--- src/rtl/sha256_pkg.sv ---
// Shared SHA-256 definitions: FSM states, initial hash value and the
// bitwise round/schedule functions.
package sha256_pkg;

   typedef enum logic [2:0] {
      S_IDLE,
      S_LOAD,
      S_PRIME,
      S_ROUND,
      S_FINAL
   } state_t;

   // Index 0 is H0.
   localparam logic [31:0] IV [8] = '{
      32'h6a09e667, 32'hbb67ae85, 32'h3c6ef372, 32'ha54ff53a,
      32'h510e527f, 32'h9b05688c, 32'h1f83d9ab, 32'h5be0cd19
   };

   function automatic logic [31:0] rotr(input logic [31:0] x, input logic [4:0] n);
      return (x >> n) | (x << (6'd32 - {1'b0, n}));
   endfunction

   function automatic logic [31:0] ch(input logic [31:0] x, input logic [31:0] y,
                                      input logic [31:0] z);
      return (x & y) ^ (~x & z);
   endfunction

   function automatic logic [31:0] maj(input logic [31:0] x, input logic [31:0] y,
                                       input logic [31:0] z);
      return (x & y) ^ (x & z) ^ (y & z);
   endfunction

   function automatic logic [31:0] big_sigma0(input logic [31:0] x);
      return rotr(x, 5'd2) ^ rotr(x, 5'd13) ^ rotr(x, 5'd22);
   endfunction

   function automatic logic [31:0] big_sigma1(input logic [31:0] x);
      return rotr(x, 5'd6) ^ rotr(x, 5'd11) ^ rotr(x, 5'd25);
   endfunction

   function automatic logic [31:0] small_sigma0(input logic [31:0] x);
      return rotr(x, 5'd7) ^ rotr(x, 5'd18) ^ (x >> 3);
   endfunction

   function automatic logic [31:0] small_sigma1(input logic [31:0] x);
      return rotr(x, 5'd17) ^ rotr(x, 5'd19) ^ (x >> 10);
   endfunction

endpackage

--- src/rtl/sha256_msg_schedule.sv ---
// 16-word message schedule window; slot 0 always presents W[r] and each
// shift appends either a loaded word or the next expanded word.
module sha256_msg_schedule
   import sha256_pkg::*;
(
   input  logic        clk,
   input  logic        rst_n,
   input  logic        load,
   input  logic        advance,
   input  logic [31:0] w_in,
   output logic [31:0] w_out
);

   logic [31:0] win_q [16];
   logic [31:0] win_d [16];
   logic [31:0] next_word;

   always_comb begin
      win_d     = win_q;
      next_word = small_sigma1(win_q[14]) + win_q[9] + small_sigma0(win_q[1]) + win_q[0];
      if (load || advance) begin
         for (int i = 0; i < 15; i++) begin
            win_d[i] = win_q[i+1];
         end
         win_d[15] = load ? w_in : next_word;
      end
   end

   always_ff @(posedge clk or negedge rst_n) begin
      if (!rst_n) begin
         for (int i = 0; i < 16; i++) begin
            win_q[i] <= '0;
         end
      end else begin
         win_q <= win_d;
      end
   end

   assign w_out = win_q[0];

endmodule

--- src/rtl/sha256_round_core.sv ---
// One-round-per-cycle SHA-256 block compressor; round constants are streamed
// in from an external K generator controlled by k_rst_n/k_en.
module sha256_round_core
   import sha256_pkg::*;
(
   input  logic         clk,
   input  logic         rst_n,
   input  logic         start,
   input  logic         init,
   input  logic         w_valid,
   input  logic [31:0]  w_data,
   output logic         w_ready,
   output logic         k_rst_n,
   output logic         k_en,
   input  logic [31:0]  k_in,
   output logic [255:0] digest,
   output logic         digest_valid,
   output logic         busy
);

   state_t       state_q, state_d;
   logic [3:0]   wcnt_q, wcnt_d;
   logic [5:0]   rcnt_q, rcnt_d;
   logic [31:0]  h_q [8];
   logic [31:0]  h_d [8];
   logic [31:0]  wv_q [8];
   logic [31:0]  wv_d [8];
   logic [255:0] dig_q, dig_d;
   logic         w_ready_q, w_ready_d;
   logic         k_en_q, k_en_d;
   logic         k_rst_n_q, k_rst_n_d;
   logic         dv_q, dv_d;
   logic         sched_load, sched_adv;
   logic [31:0]  w_cur, t1, t2;

   sha256_msg_schedule u_sched (
      .clk     (clk),
      .rst_n   (rst_n),
      .load    (sched_load),
      .advance (sched_adv),
      .w_in    (w_data),
      .w_out   (w_cur)
   );

   always_comb begin
      state_d    = state_q;
      wcnt_d     = wcnt_q;
      rcnt_d     = rcnt_q;
      h_d        = h_q;
      wv_d       = wv_q;
      dig_d      = dig_q;
      w_ready_d  = 1'b0;
      k_en_d     = 1'b0;
      k_rst_n_d  = 1'b1;
      dv_d       = 1'b0;
      sched_load = 1'b0;
      sched_adv  = 1'b0;
      t1 = wv_q[7] + big_sigma1(wv_q[4]) + ch(wv_q[4], wv_q[5], wv_q[6]) + k_in + w_cur;
      t2 = big_sigma0(wv_q[0]) + maj(wv_q[0], wv_q[1], wv_q[2]);

      case (state_q)
         S_IDLE: begin
            if (start) begin
               if (init) h_d = IV;
               wcnt_d    = '0;
               k_rst_n_d = 1'b0;
               w_ready_d = 1'b1;
               state_d   = S_LOAD;
            end
         end
         S_LOAD: begin
            w_ready_d = 1'b1;
            if (w_valid && w_ready_q) begin
               sched_load = 1'b1;
               wcnt_d     = wcnt_q + 4'd1;
               if (wcnt_q == 4'd15) begin
                  wv_d      = h_q;
                  w_ready_d = 1'b0;
                  k_en_d    = 1'b1;
                  state_d   = S_PRIME;
               end
            end
         end
         S_PRIME: begin
            // Requests K[0] so it is on k_in during round 0.
            k_en_d  = 1'b1;
            rcnt_d  = '0;
            state_d = S_ROUND;
         end
         S_ROUND: begin
            sched_adv = 1'b1;
            wv_d[0] = t1 + t2;
            wv_d[1] = wv_q[0];
            wv_d[2] = wv_q[1];
            wv_d[3] = wv_q[2];
            wv_d[4] = wv_q[3] + t1;
            wv_d[5] = wv_q[4];
            wv_d[6] = wv_q[5];
            wv_d[7] = wv_q[6];
            rcnt_d  = rcnt_q + 6'd1;
            k_en_d  = (rcnt_q < 6'd62);
            if (rcnt_q == 6'd63) state_d = S_FINAL;
         end
         S_FINAL: begin
            for (int i = 0; i < 8; i++) begin
               h_d[i] = h_q[i] + wv_q[i];
               dig_d[255-32*i -: 32] = h_q[i] + wv_q[i];
            end
            dv_d    = 1'b1;
            state_d = S_IDLE;
         end
         default: state_d = S_IDLE;
      endcase
   end

   always_ff @(posedge clk or negedge rst_n) begin
      if (!rst_n) begin
         state_q   <= S_IDLE;
         wcnt_q    <= '0;
         rcnt_q    <= '0;
         dig_q     <= '0;
         w_ready_q <= 1'b0;
         k_en_q    <= 1'b0;
         k_rst_n_q <= 1'b0;
         dv_q      <= 1'b0;
         for (int i = 0; i < 8; i++) begin
            h_q[i]  <= '0;
            wv_q[i] <= '0;
         end
      end else begin
         state_q   <= state_d;
         wcnt_q    <= wcnt_d;
         rcnt_q    <= rcnt_d;
         dig_q     <= dig_d;
         w_ready_q <= w_ready_d;
         k_en_q    <= k_en_d;
         k_rst_n_q <= k_rst_n_d;
         dv_q      <= dv_d;
         h_q       <= h_d;
         wv_q      <= wv_d;
      end
   end

   assign w_ready      = w_ready_q;
   assign k_en         = k_en_q;
   assign k_rst_n      = k_rst_n_q;
   assign digest       = dig_q;
   assign digest_valid = dv_q;
   assign busy         = (state_q != S_IDLE);

endmodule
--- config.mk ---
export PLATFORM = sky130hd
export DESIGN_NAME = sha256_round_core
export DESIGN_NICKNAME = d
export VERILOG_FILES = /design/src/rtl/sha256_pkg.sv /design/src/rtl/sha256_msg_schedule.sv /design/src/rtl/sha256_round_core.sv
export SDC_FILE = /design/constraint.sdc
export NUM_CORES = 2
export LEC_CHECK = 0
export CAP_MARGIN = 10
export CORE_AREA = 2 2 343 345
export DETAILED_ROUTE_END_ITERATION = 16
export DIE_AREA = 0 0 345 347
export HOLD_SLACK_MARGIN = 0.12
export PLACE_DENSITY = 0.95
export SETUP_SLACK_MARGIN = 0.02
export SYNTH_ARGS = -nofsm -noshare
export SYNTH_HDL_FRONTEND = slang
export SYNTH_SLANG_ARGS = --single-unit
--- constraint.sdc ---
create_clock -name clk -period 13.1 [get_ports clk]
set_input_delay 2.62 -clock clk [delete_from_list [all_inputs] [get_ports clk]]
set_output_delay 2.62 -clock clk [all_outputs]
set_load 0.01 [all_outputs]
; Yosys cells after proc, flatten, opt, wreduce, memory -nomap -nowiden
; Cells that the tools add are included.
[totals]
reg_bits = 1297
out_inout_bits = 261
word_cells = 140
[op_classes]
addsub = 20
magnitude_cmp = 1
n_eq_ne = 11
n_mux = 29
bitwise_logic = 27
reduce_logical = 12
[ops]
columns = op, n
row1 = two-way mux 256 bit, 4
row2 = case mux 256 bit (2 select lines), 2
row3 = adder 32 bit, 18
row4 = XOR 32 bit, 9
row5 = bitwise AND 32 bit, 5
row6 = two-way mux 32 bit, 1
row7 = NOT 32 bit, 1
row8 = bitwise OR 10 x 32 -> 32 bit, 1
row9 = bitwise OR 13 x 32 -> 32 bit, 1
row10 = bitwise OR 14 x 32 -> 32 bit, 1
row11 = bitwise OR 15 x 32 -> 32 bit, 1
row12 = bitwise OR 19 x 32 -> 32 bit, 1
row13 = bitwise OR 21 x 32 -> 32 bit, 1
row14 = bitwise OR 25 x 32 -> 32 bit, 1
row15 = bitwise OR 26 x 32 -> 32 bit, 1
row16 = bitwise OR 30 x 32 -> 32 bit, 1
row17 = bitwise OR 7 x 32 -> 32 bit, 1
row18 = XOR 32 x 22 -> 32 bit, 1
row19 = XOR 32 x 29 -> 32 bit, 1
row20 = two-way mux 3 bit, 4
row21 = case mux 3 bit (4 select lines), 1
row22 = case mux 6 bit (2 select lines), 1
row23 = two-way mux 1 bit, 11
row24 = inequality test 2 bit (second input constant), 5
row25 = other kinds (19), 26

; Depth between registers and ports, before layout
[depth]
ltp_word = 9
mapped_depth = 34
mapped_depth_nobuf = 33

; Hierarchy
; A second synthesis with hierarchy kept.
[unflattened]
cells_unflattened = 7503
hier_area_um2 = 74268.7
[modules_own_cells]
columns = mod, n_inst, cells_each, area_each_um2
row1 = sha256_round_core, 1, 5789, 50732.4
row2 = sha256_msg_schedule, 1, 1714, 23536.3

; Least setup slack after synthesis
; OpenSTA, ideal clock, no wires.
[synth_timing]
path_kind = input -> register
start = input k_in[7]
end = register wv_q[255] in the netlist's numbering
setup_time_ns = 0.137
arrival_time_ns = 8.422
path_slack_ns = 4.541
cell_stages = 29
path_buffers = 0
cell_sequence = inv_1 > fa_1 > inv_1 > fa_1 > inv_1 > fa_1 > inv_1 > ha_1 > a211o_1 > o2111ai_1 > a211oi_1 > or3b_2 > and2_1 > o21ai_0 > nand2b_1 > xor2_1 > inv_1 > fa_1 > inv_1 > ha_1 > a21oi_1 > inv_1 > a311oi_1 > o21ai_0 > a41oi_1 > a21oi_1 > a311oi_2 > xnor2_1 > a21oi_1
[synth_between]
elab_chain_cells = 4
[synth_rtl]
columns = item, line_no
row1 = from (decl), sha256_round_core.sv:15  ; input logic [31:0] k_in,
row2 = adder 32 bit (2 in series), sha256_round_core.sv:58  ; t1 = wv_q[7] + big_sigma1(wv_q[4]) + ch(wv_q[4], wv_q[5], wv_q[6]) + k_in + w_cur;
row3 = adder 32 bit, sha256_round_core.sv:92  ; wv_d[0] = t1 + t2;
row4 = case mux 256 bit (2 select lines), sha256_round_core.sv:61  ; case (state_q)
row5 = to (signal assigned), sha256_round_core.sv:140  ; wv_q <= wv_d;
row6 = to (decl), sha256_round_core.sv:26  ; logic [31:0] wv_q [8];
; Every way passes these cells.
; A chain may end at the register's enable or synchronous reset.

; Worst setup path after layout
[layout_timing]
start = input k_in[1]
end = register wv_q[252] in the netlist's numbering
; Same word-level chain as after synthesis.

==> summary.md <==
| Metric | Value |
|---|---|
| Drt drc | `0` |
| Worst-Margin Slew | `1.461 ns` |
| CTS Hold Bufs | `0` |
| Die Area | `119,700 µm²` |
| Top cells by area, synth | `dfrtp_1, nand2_1, ha_1` |
| Sequential Area | `32,460 µm²` |
| Largest net degree at the start of global routing | `246` |
| Synth cell count leaders | `nand2_1, dfrtp_1, nor2_1` |
| Clock Sinks | `1,297` |
| Grt total ovfl | `0` |
| H-tree Lvls | `4` |
| Vias in the first global route | `62,859` |
| Async SR Flop Fraction | `1.000` |
| Worst EP required | `13.70 ns` |
| Detail Placement HPWL | `176.1 mm` |
| Die height | `347 µm` |
| Simple-gate share of the synthesized area | `0.1925` |
| Post-synthesis xor/xnor area fraction | `0.06615` |
| Post-synth cell types | `89` |
| Syn Area/Cell | `8.655 µm²` |
| Crit-path max cell delay | `0.57 ns` |
| Most frequent cell after synthesis | `nand2_1` |
| Drt via density | `6.288` |
| Setup TNS | `0 ns` |
| Final net count | `9,356` |
| Final GP Congestion | `1.025` |
| Clock tree buffer depth | `3` |
| Fillcell total | `8,243` |
| Fin util | `0.7218` |
| Startpoint class of the critical path | `primary input` |
| Max Clk Rate | `106.9 MHz` |
| Unrepaired setup endpoints after global routing | `no` |
| GRT Util Overall | `0.4095` |
| CTS tree | `yes` |
| Antenna Violating Nets Remaining | `0` |
| Dpl ws | `3.194 ns` |
| Worst hold path class | `reg2reg` |
| Sequential share of the synthesized area | `0.4324` |
| Final Hold Fails | `0` |
| Final WL | `245.9 mm` |
| CTS Buf Count | `136` |
| Multiplexer area fraction after synthesis | `0.008017` |
| Post-Syn Nets | `9,311` |
| CTS resizes | `0` |
| CP arrival | `9.95 ns` |
| Post-Syn Area | `75,070 µm²` |
| Final period utilization | `0.7138` |
| Slowest CP cell | `fa_1` |
| CP bufs+invs | `6` |
| WL per Instance | `23.78 µm` |
| Worst clock skew | `0.03741 ns` |
| Cell family with most CP delay | `compound AO/OA/AOI/OAI gates` |
| Synth Register Bits | `1,297` |
| Vias | `65,034` |
| EDFF count, synth | `0` |
| Area Growth Syn to Fin | `11.29%` |
| Pins Over Slew Limit | `0` |
| Skew-Pair Late Insertion Delay | `0.77 ns` |
| Area leader, netlist | `dfrtp_1` |
| TritonRoute pass-1 iters | `9` |
| Synth warnings | `0` |
| Post-Synthesis Cells | `8,673` |
| Row cnt | `125` |
| Root Buffer | `clkbuf_16` |
| Starting Density | `0.6486` |
| First-pass GRT wire length | `376.2 mm` |
| Core area | `115,700 µm²` |
| 1st-iter DRT viols | `8,221` |
| Synth Flop Type | `dfrtp_1` |
| Worst Path Max Fanout | `5` |
| Yosys top cell area share | `0.4324` |
| Slew headroom | `0.02610` |
| Initial antenna violation count | `4` |
| Main combinational cell family by area after synthesis | `simple AND/OR/NAND/NOR gates` |
| Status | `finished, final reports clean` |
| Area of the multi-input gates | `39,450 µm²` |
| Reg clk slew, reported paths | `0.06 ns` |
| Final setup fails | `0` |
| Worst Setup Slack, final | `3.749 ns` |
| Maxcap violations | `0` |
| Fin crit period | `9.351 ns` |
| Compound-cell area share of the yosys netlist | `0.1430` |
| Kind of critical path | `in2reg` |
| Adder-Cell Fraction of Synth Area | `0.1147` |
| Post-CTS Setup Bufs | `0` |
| Layout cell share with drive strength beyond 1 | `0.03869` |
| Port Buffer Count | `329` |
| CP Capture Type | `flip-flop` |
| Die W | `345 µm` |
| # IOs | `330` |
metal layers:
metal	wire length [µm]	vias to the layer above	global-route usage
li1	-	28751	-
met1	95220	31521	0.5556
met2	107900	3956	0.6170
met3	26930	804	0.09274
met4	15840	2	0.2205
met5	7	-	0
cell families (layout without fill, tap and decap cells):
group	after synthesis	in the layout
flip-flops	1297	1297
XOR/XNOR	567	567
AND/OR/NAND/NOR	3583	3583
other	0	6
adder cells (fa/ha/maj)	572	572
buffers and inverters	863	1003
AO/OA/AOI/OAI	1735	1735
multiplexers	56	56
worst paths after layout:
kind,start,cells past startpoint,slack [ns],endpoint
max,k_in[1],30,3.75,wv_q[252]
min,u_sched.win_q[417],2,0.45,u_sched.win_q[449]
max reg2reg,wv_q[108],30,4.99,wv_q[252]
min reg2reg,u_sched.win_q[417],2,0.45,u_sched.win_q[449]
max in group asynchronous,rst_n,3,8.82,digest[233]
min in group asynchronous,rst_n,1,1.87,digest[73]
metrics by stage:
step	hold slack [ns]	instances	area, µm²
2_1_floorplan	0.4305	8673	75070
5_1_grt	0.4774	10337	83530
4_1_cts	0.4553	10337	83530
6_report	0.4469	10343	83540
3_3_place_gp	0.4437	10104	79080
3_5_place_dp	0.4481	10104	79080
layout by cell type, fill, tap and decap left out, types with 44 or more instances in the layout:
cell type	n
nand2_1	2602
dfrtp_1	1296
nor2_1	548
a21oi_1	464
o21ai_0	407
inv_1	392
ha_1	374
xnor2_1	372
clkdlybuf4s50_1	328
a31oi_1	237
a21o_1	223
xor2_1	195
fa_1	195
clkbuf_16	140
o21a_1	75
nor3_1	73
nand3_1	70
nand2b_1	56
nor2b_1	44
layout make-up:
cell class	instances	area share
Antenna cell	6	0.0001797
Tap cell	1524	0.02283
Clock buffer	190	0.04694
Inverter	393	0.01775
Sequential cell	1297	0.3885
Multi-Input combinational cell	6513	0.4722
Timing Repair Buffer	377	0.04529
Clock inverter	43	0.006320
state kept, by name, summed over array words and instances (netlist names):
signal,flops
u_sched.win_q,480
digest,256
h_q,256
wv_q,256
u_sched.w_out,32
rcnt_q,6
wcnt_q,4
state_q,3
digest_valid,1
k_en,1
k_rst_n,1
w_ready,1
worst register-to-register path, delay by kind of cell, from the launching register on:
kind / cells / cell delay (ns)
compound gates: 15 / 2.98
fa+ha+maj: 7 / 2.87
simple gates: 1 / 0.17
buf+inv: 4 / 0.29
flops: 1 / 0.74
xor+xnor: 3 / 0.90
Power is not shown: default switching activity piles up to over one toggle a cycle in this logic, so the estimate is an artifact.
